<file path="src/rtl/subinst_arb_pkg.sv">
// Shared types for the subtree round-robin arbiter.
package subinst_arb_pkg;

    // Arbiter control state: choosing a winner, or holding a grant for a burst.
    typedef enum logic {
        ARB_IDLE  = 1'b0,
        ARB_GRANT = 1'b1
    } arb_state_t;

endpackage

</file>
<file path="src/rtl/rr_priority_pick.sv">
// Combinational round-robin pick: lowest set request at or after rr_ptr,
// wrapping back through the lower indices when nothing above the pointer is set.
module rr_priority_pick #(
    parameter int NUM_REQ = 5,
    parameter int IDX_W   = $clog2(NUM_REQ)
) (
    input  logic [NUM_REQ-1:0] req,
    input  logic [IDX_W-1:0]   rr_ptr,
    output logic [IDX_W-1:0]   winner,
    output logic               any_req
);

    localparam int DBL_W = 2 * NUM_REQ;
    localparam int POS_W = $clog2(DBL_W);

    logic [NUM_REQ-1:0] mask;
    logic [DBL_W-1:0]   dbl;
    logic [POS_W-1:0]   pos;

    // Lower half keeps only requests at or above the pointer; upper half holds the
    // full vector, so the lowest set bit overall is the round-robin winner.
    always_comb begin
        mask = '0;
        for (int i = 0; i < NUM_REQ; i++) begin
            mask[i] = (IDX_W'(i) >= rr_ptr);
        end
        dbl = {req, req & mask};
    end

    // Lowest-index set bit of the doubled vector, folded back into requester range.
    always_comb begin
        pos = '0;
        for (int i = DBL_W - 1; i >= 0; i--) begin
            if (dbl[i]) begin
                pos = POS_W'(i);
            end
        end
        if (pos >= POS_W'(NUM_REQ)) begin
            winner = IDX_W'(pos - POS_W'(NUM_REQ));
        end else begin
            winner = IDX_W'(pos);
        end
        any_req = |req;
    end

endmodule

</file>
<file path="src/rtl/subinst_rr_arbiter.sv">
// Round-robin arbiter sharing one downstream stream port among the leaf
// instances of a subtree. A grant is held for a whole burst and released on
// last, or forcibly after MAX_BURST accepted beats.
module subinst_rr_arbiter
    import subinst_arb_pkg::*;
#(
    parameter  int NUM_REQ   = 5,
    parameter  int DATA_W    = 32,
    parameter  int MAX_BURST = 8,
    localparam int IDX_W     = $clog2(NUM_REQ)
) (
    input  logic                      clk,
    input  logic                      rst,
    input  logic [NUM_REQ-1:0]        req_valid,
    input  logic [NUM_REQ*DATA_W-1:0] req_data,
    input  logic [NUM_REQ-1:0]        req_last,
    output logic [NUM_REQ-1:0]        req_ready,
    output logic                      out_valid,
    output logic [DATA_W-1:0]         out_data,
    output logic                      out_last,
    input  logic                      out_ready,
    output logic [IDX_W-1:0]          out_src,
    output logic                      busy
);

    localparam int CNT_W = $clog2(MAX_BURST + 1);

    arb_state_t         state_q, state_d;
    logic [IDX_W-1:0]   rr_ptr_q, rr_ptr_d;
    logic [IDX_W-1:0]   grant_idx_q, grant_idx_d;
    logic [CNT_W-1:0]   beat_cnt_q, beat_cnt_d;

    logic [IDX_W-1:0]   pick_idx;
    logic               pick_any;

    logic               sel_valid;
    logic               sel_last;
    logic [DATA_W-1:0]  sel_data;
    logic               granted;
    logic               accept;
    logic               release_now;

    rr_priority_pick #(
        .NUM_REQ (NUM_REQ),
        .IDX_W   (IDX_W)
    ) u_pick (
        .req     (req_valid),
        .rr_ptr  (rr_ptr_q),
        .winner  (pick_idx),
        .any_req (pick_any)
    );

    // Select the granted requester's beat and decide whether this cycle ends the burst.
    // A cycle with rst high never counts as granted, so no handshake leaks out of it.
    always_comb begin
        sel_valid   = req_valid[grant_idx_q];
        sel_last    = req_last[grant_idx_q];
        sel_data    = req_data[grant_idx_q*DATA_W +: DATA_W];
        granted     = (state_q == ARB_GRANT) && !rst;
        accept      = granted && sel_valid && out_ready;
        release_now = accept &&
                      (sel_last || (beat_cnt_q == CNT_W'(MAX_BURST - 1)));
    end

    // Shared-port passthrough while granted; everything quiet otherwise.
    always_comb begin
        out_valid = 1'b0;
        out_data  = '0;
        out_last  = 1'b0;
        req_ready = '0;
        out_src   = '0;
        busy      = 1'b0;
        if (granted) begin
            out_valid = sel_valid;
            out_data  = sel_data;
            out_last  = sel_last;
            req_ready = out_ready ? (NUM_REQ'(1) << grant_idx_q) : '0;
            out_src   = grant_idx_q;
            busy      = 1'b1;
        end
    end

    // Next-state: arbitrate in IDLE (one bubble), count beats and release in GRANT.
    always_comb begin
        state_d     = state_q;
        rr_ptr_d    = rr_ptr_q;
        grant_idx_d = grant_idx_q;
        beat_cnt_d  = beat_cnt_q;
        case (state_q)
            ARB_IDLE: begin
                if (pick_any) begin
                    grant_idx_d = pick_idx;
                    beat_cnt_d  = '0;
                    state_d     = ARB_GRANT;
                end
            end
            ARB_GRANT: begin
                if (accept) begin
                    beat_cnt_d = beat_cnt_q + 1'b1;
                end
                // Last and the MAX_BURST-th beat coinciding is still a single release.
                if (release_now) begin
                    state_d  = ARB_IDLE;
                    rr_ptr_d = (grant_idx_q == IDX_W'(NUM_REQ - 1)) ? '0
                                                                     : grant_idx_q + 1'b1;
                end
            end
            default: begin
                state_d = ARB_IDLE;
            end
        endcase
    end

    // Control registers with synchronous reset; an in-flight burst is simply abandoned.
    always_ff @(posedge clk) begin
        if (rst) begin
            state_q     <= ARB_IDLE;
            rr_ptr_q    <= '0;
            grant_idx_q <= '0;
            beat_cnt_q  <= '0;
        end else begin
            state_q     <= state_d;
            rr_ptr_q    <= rr_ptr_d;
            grant_idx_q <= grant_idx_d;
            beat_cnt_q  <= beat_cnt_d;
        end
    end

endmodule

</file>
<file path="config.mk">
export PLATFORM = sky130hd
export DESIGN_NAME = subinst_rr_arbiter
export DESIGN_NICKNAME = d
export VERILOG_FILES = /design/src/rtl/subinst_arb_pkg.sv /design/src/rtl/rr_priority_pick.sv /design/src/rtl/subinst_rr_arbiter.sv
export SDC_FILE = /design/constraint.sdc
export NUM_CORES = 1
export LEC_CHECK = 0
export CORE_MARGIN = 1
export CORE_UTILIZATION = 30
export CTS_BUF_LIST = sky130_fd_sc_hd__clkbuf_16
export CTS_CLUSTER_SIZE = 12
export DETAILED_ROUTE_END_ITERATION = 16
export PLACE_DENSITY_LB_ADDON = 0.25
export SYNTH_ARGS = -nofsm -noshare
export SYNTH_HDL_FRONTEND = slang
export SYNTH_SLANG_ARGS = --single-unit
</file>
<file path="constraint.sdc">
create_clock -name clk -period 2.8 [get_ports clk]
set_input_delay 0.28 -clock clk [delete_from_list [all_inputs] [get_ports clk]]
set_output_delay 0.28 -clock clk [all_outputs]
set_load 0.02 [all_outputs]
</file>
==> results.md <==
- Sequential share of the synthesized area: ~10%
- Largest net degree at the start of global routing: 34
- Core area: 6870 µm²
- Max incr delay on CP: 0.55 ns
- First-pass GRT wire length: between 15000 and 20000 µm
- LEAKAGE: between 1.5 and 2 nW
- Yosys top cell by area: mux4_2
- Reg-to-reg endpoint: grant_idx_q[0]$_SDFFE_PP0P_
- Max-Cap Viols: 0
- Fin util: 66.3%
- Hold Crit Start: beat_cnt_q[1]$_SDFFE_PP0P_
- Min-delay worst type: reg2reg
- Row Count: 30
- Synth cell types: 44
- Compound-cell area share of the yosys netlist: a little under a quarter
- Vias in the first global route: 2803
- Syn. warnings: 0
- Status: complete, no violations
- Synth top area cells: mux4_2 (34%), a22oi_1 (11%), dfxtp_1 (10%)
- CP startpoint kind: flop
- Layout cells sized above 1: 12.7%
- Mean post-synth cell area: approximately 8.7 µm²
- Setup TNS Final: 0 ns
- Initial antenna violation count: 0
- Synth Instances: around 250
- Net Sw Frac: ~28%
- Post-synthesis net count: roughly 430
- Achievable Freq: 385 MHz
- Die Wd: between 80 and 90 µm
- RSZ-0062 raised after global routing: false
- First-pass detailed-route iteration total: 6
- Setup bufs post-CTS: 0
- Max VDD drop: about 0.29 mV
- CP max FO: 12
- #FFs+latches synth: 11
- Worst reg-to-reg setup slack: just under 0.5 ns
- RePlAce Congestion: around 0.96
- Vias per cell: between 5 and 6
- PwrDens: approximately 230 nW/µm²
- Share of synthesized cell area in full adder, half adder and majority cells: 4.05%
- CP top delay family: buffers and inverters
- DRT antenna net count: 0
- NetSw: ~0.00030 W
- CTS tree: built
- Top_reg_cell synth: dfxtp_1
- Endpoints failing hold: 0
- Origin of the critical flop-to-flop path: rr_ptr_q[0]$_SDFFE_PP0P_
- Slew Limit Headroom: between 50% and 60%
- Antenna Cells: 0
- Area of the die: ~7600 µm²
- 1st-iter DRT viols: about 130
- Fillers: 585
- Clk pwr share: a little under a quarter
- Largest family of logic cells by synthesized area: multiplexers
- Residual DRC: 0
- Async S/R FF share, synth: 0%
- CTS H-tree depth: 1
- Clk buf depth: 2
- WL final: roughly 10000 µm
- Pint: around 0.00076 W
- Post-synthesis xor/xnor area fraction: 0%
- Post-layout minimum cycle time: 2.60 ns
- CP endpoint: out_data[4]
- Crit path depth: 5
- Max Slew Vio Count: 0
- IO Count: 216
- Worst Tran Pin Value: 0.660 ns
- Vias: 2998
- Initial Utilization: between 30% and 40%
- CP max-delay cell: mux4_2
- Crit. Startpoint: grant_idx_q[0]$_SDFFE_PP0P_
- CTS Sinks: 11
- WP buf/inv: 2
- GR Util All Layers: about a quarter
- Crit-path cells: buf_4 > mux4_2 > a22oi_1 > nor2_1 > clkdlybuf4s50_1
- NumNets Final: 639
- Crit share post-route: 92.8%
- Die height: between 80 and 90 µm
- Clock skew: approximately 0.0044 ns
- WP data arrival: between 2 and 2.5 ns
- Synth top area share: about 34%
- Post-synthesis mux area share: 37.3%
- Total CTS buffers: 3
- Crit path capture type: primary output
- Skew-Pair Late Insertion Delay: 0.24 ns
- Simple-gate share of the synthesized area: approximately 18%
- Sequential Power Share: 16.6%
- HPWL after detailed placement: a little under 9000 µm
- Reg clk slew, reported paths: about 0.040 ns
- Routed WL per cell: roughly 19 µm
- Combinational power share: between 50% and 60%
- Number of flops mapped to enable cells by yosys: 0
- Port bufs: 215
- Critical Path RT: between 2 and 3 ns
- Cells on worst reg2reg path: 9
- Syn-to-layout area delta: 111%
- Mapped cell area: approximately 2200 µm²
- # setup viols final: 0
- CTS root buffer: clkbuf_16
- Grt ovf: 0
- CP Class: reg2out
## cell families after synthesis
group	after synthesis
simple gates	85
compound gates	69
mux	39
buf+inv	37
flops	11
fa+ha+maj	7
## cell type report
cell class / count / area (µm²) / share of cell area, %
well taps: 96 / 120 / 2.64
flip-flops and latches: 11 / 225 / 4.95
repair buffers: 230 / 2290 / 50.3
multi-input cells: 200 / 1790 / 39.3
clock inverters: 1 / 3.75 / 0.0825
inverters: 13 / 48.8 / 1.07
clock buffers: 3 / 75.1 / 1.65
## sequential cells by signal (all words and copies together) (netlist names)
name,flops
state_q,1
beat_cnt_q,4
grant_idx_q,3
rr_ptr_q,3
## worst min-delay path by stage
stage	end	cells after the start
after floorplan	beat_cnt_q[0]$_SDFFE_PP0P_	2
after global placement	beat_cnt_q[0]$_SDFFE_PP0P_	2
after detailed placement	beat_cnt_q[1]$_SDFFE_PP0P_	2
after CTS	beat_cnt_q[1]$_SDFFE_PP0P_	2
after global routing	beat_cnt_q[1]$_SDFFE_PP0P_	2
final	beat_cnt_q[1]$_SDFFE_PP0P_	2
## Yosys cell counts (2+ instances only)
library cell,number
clkbuf_1,14
or3_1,2
nand2b_1,2
mux2i_1,3
nor2b_1,4
nor3b_1,3
o21ai_0,10
a22oi_1,33
a21oi_1,4
a221oi_1,2
ha_1,7
or4_1,2
a311oi_1,2
a31oi_1,2
nand3_1,5
inv_1,12
nand3b_1,3
mux2_2,3
buf_2,7
dfxtp_1,11
nand2_1,8
a211oi_1,4
o211ai_1,2
nor2_1,51
mux4_2,33
## what timing repair did
action                                  CTS  global route
endpoints found under the setup margin    0             9
hold buffers                              0             0
resized for setup                         0             1
## layout by cell type (no fill, tap or decap), types with 2 or more instances in the layout
| cell | Yosys | final |
|---|---|---|
| clkdlybuf4s50_1 | 0 | 215 |
| nor2_1 | 51 | 51 |
| o21ai_0 | 10 | 10 |
| nand2_1 | 8 | 8 |
| o211ai_1 | 2 | 2 |
| nand3_1 | 5 | 5 |
| nand3b_1 | 3 | 3 |
| mux2_2 | 3 | 3 |
| a221oi_1 | 2 | 2 |
| buf_4 | 1 | 13 |
| nor3b_1 | 3 | 3 |
| a211oi_1 | 4 | 4 |
| dfxtp_1 | 11 | 9 |
| a31oi_1 | 2 | 2 |
| or3_1 | 2 | 2 |
| inv_1 | 12 | 13 |
| or4_1 | 2 | 2 |
| mux4_2 | 33 | 33 |
| a21oi_1 | 4 | 4 |
| buf_12 | 0 | 2 |
| nor2b_1 | 4 | 4 |
| clkbuf_16 | 0 | 3 |
| nand2b_1 | 2 | 2 |
| a22oi_1 | 33 | 33 |
| mux2i_1 | 3 | 3 |
| a311oi_1 | 2 | 2 |
| ha_1 | 7 | 7 |
## per-stage QoR
step	setup slack, ns	cell area, µm²	instances	power, W	hold slack (ns)
floorplan	0.688	2160	248	0.000454	0.466
global placement	0.0629	4470	550	0.000806	0.482
detailed placement	0.0809	4470	550	0.000818	0.486
CTS	0.0322	4550	554	0.00107	0.492
global route	0.0373	4550	554	0.00113	0.506
finish	0.200	4550	554	0.00107	0.494
## power groups by stage
stage          combinational [W]  clock, W  sequential [W]
2_1_floorplan           0.000284         0        0.000170
3_3_place_gp            0.000626         0        0.000181
3_5_place_dp            0.000637         0        0.000181
4_1_cts                 0.000639  0.000256        0.000178
5_1_grt                 0.000680  0.000270        0.000179
6_report                0.000636  0.000255        0.000177
## worst register-to-register path: cells and delay by family (launching register included)
kind / cells / cell delay [ns]
flip-flops: 1 / 0.44
AND/OR/NAND/NOR: 4 / 0.88
AO/OA/AOI/OAI: 3 / 0.57
buffers and inverters: 1 / 0.08
adder cells (fa/ha/maj): 1 / 0.22
## metal layers
| layer | part of all wire [%] | track usage [%] |
|---|---|---|
| met4 | 3.4 | 9.55 |
| met2 | 50 | 46.5 |
| met3 | 9.2 | 7.96 |
| met5 | 0 | 0 |
| met1 | 37 | 30.9 |
(Power assumes the default switching activity.)
==> edit: new RTL, same settings <==
One comparison of `beat_cnt_q` changes from == to >=.
--- a/src/rtl/subinst_rr_arbiter.sv
+++ b/src/rtl/subinst_rr_arbiter.sv
@@ -61,3 +61,3 @@
         release_now = accept &&
-                      (sel_last || (beat_cnt_q == CNT_W'(MAX_BURST - 1)));
+                      (sel_last || (beat_cnt_q >= CNT_W'(MAX_BURST - 1)));
     end
Behaviour: same outputs for any inputs over 10 cycles, from zero or initial values and one cycle with rst high; that may be too few to reach the edited logic, so the function may still have changed.
==> edit against the original RTL <==
Design area up 0.69%; first-iteration DRC count down 19%; setup slack worse by 0.080 ns; sequential cell count unchanged; power up 2.4%; synthesized area down 2.8%; largest cell class unchanged; sequential share of layout area down 0.088 points; highest routed layer unchanged; routed wire length down 5.0%.
==> edit: results (changes against the original RTL) <==
Outcome
Status: finished, final reports clean (unchanged).

Worst setup path
The critical-path maximum fanout was 2 (was 12). The largest delay contributor family on the critical path is simple AND/OR/NAND/NOR gates (was buffers and inverters). The library cell contributing the largest single delay on the critical path was or4_4 (was mux4_2).

Synth
The number of distinct library cells after synthesis came to 48 (was 44). The sequential element share of the synthesized area is 10.5% (was 10.2%). The number of nets produced by synthesis is 407 (was 428). The mux share of post-synthesis cell area came to 39.4% (was 37.3%). The complex-gate fraction of the synthesized area is 23.9% (was 22.7%). Leading post-synthesis cells by cell area: mux4_2 36%, a22oi_1 12%, dfxtp_1 10%, nor2_1 8.0%, ha_1 4.2% (was mux4_2 34%, a22oi_1 11%, dfxtp_1 10%, nor2_1 8.9%, ha_1 4.1%).

Global route
The number of global-route vias before repair is 2,758 (was 2,803). The largest net degree at the start of global routing was 33 (was 34). The wire length of the first global-routing pass is 14,300 um (was 15,200 um).

Pwr
The total leakage power is 1.68 nW (was 1.67 nW). The highest ir drop seen on vdd came to 0.158 mV (was 0.290 mV).

Cells and area
The post-layout net count came to 629 (was 639). The final-layout fill cell count is 568 (was 585). The share of final-layout standard cells stronger than drive strength 1 is 16.1% (was 12.7%).

Routing
The detail-routed via count per cell came to 5.25 (was 5.41). The overall via count from detail_route is 2,856 (was 2,998). The initial DRC count is 103 (was 127). The detailed-router iteration count before antenna repair is 4 (was 6). The post-detailed-route wirelength per cell is 18.3 um (was 18.9 um).

Placement
The weighted congestion at the end of routability-driven global placement was 0.858 (was 0.958). The cell area after placement is 4490 sq um (was 4470 sq um). The number of instances in the placed design is 539 (was 550).

Timing
The measured slew at the worst slew-check pin is 0.453 ns (was 0.660 ns).
## edit: path summary, 6_finish.rpt
path | start | end | slack (ns) | cells after the start
max | req_valid[4] | grant_idx_q[1]$_SDFFE_PP0P_ | 0.12 | 8
min | state_q$_SDFF_PP0_ | state_q$_SDFF_PP0_ | 0.48 | 2
max reg2reg | rr_ptr_q[1]$_SDFFE_PP0P_ | grant_idx_q[1]$_SDFFE_PP0P_ | 0.27 | 7
min reg2reg | state_q$_SDFF_PP0_ | state_q$_SDFF_PP0_ | 0.48 | 2
## edit: repair_timing
| item | CTS | global route |
|---|---|---|
| resized for setup | 0 | 3 |
| setup endpoints to repair | 0 | 1 |
| buffers inserted | 0 | 1 |
## edit: kinds of logic after synthesis
logic type | Yosys count
DFF | 11
and+or+nand+nor | 74
adders and majority gates | 7
buffers and inverters | 28
AOI/OAI and AO/OA | 67
muxes | 40
## edit: metrics by stage
step	power (mW)	setup slack, ns
6_report	1.09	0.120
5_1_grt	1.15	-0.00839
4_1_cts	1.10	0.0738
3_5_place_dp	0.839	-0.119
3_3_place_gp	0.827	-0.0604
2_1_floorplan	0.459	0.412
## edit: worst register-to-register path, stage by stage, from the launching register on
cell and delay [ns]:
dfxtp_1 0.43, o21ai_1 0.15, a211oi_1 0.29, o21ai_0 0.15
ha_1 0.32, or4_4 0.54, or3b_1 0.39, a41oi_2 0.17
## edit: final cells by class
class / count / area, sq um / area share, %
repair buffers: 238 / 2350 / 51.3
clock buffers: 3 / 75.1 / 1.64
clock inverters: 1 / 3.75 / 0.0819
inverters: 7 / 26.3 / 0.573
multi-input cells: 188 / 1790 / 39.0
flip-flops and latches: 11 / 223 / 4.86
well taps: 96 / 120 / 2.62
## edit: routing by layer
metal	GRT usage (%)	up-vias	wire length [um]
met5	0	-	0
met4	12.6	0	450
met3	5.77	23	768
met2	47.2	140	5200
met1	27.4	1340	3530
li1	-	1353	-
## edit: power by group through the flow
stage | clock, mW | sequential [mW] | combinational [mW]
2_1_floorplan | 0 | 0.168 | 0.292
3_3_place_gp | 0 | 0.177 | 0.651
3_5_place_dp | 0 | 0.177 | 0.662
4_1_cts | 0.260 | 0.174 | 0.665
5_1_grt | 0.265 | 0.175 | 0.708
6_report | 0.256 | 0.174 | 0.665
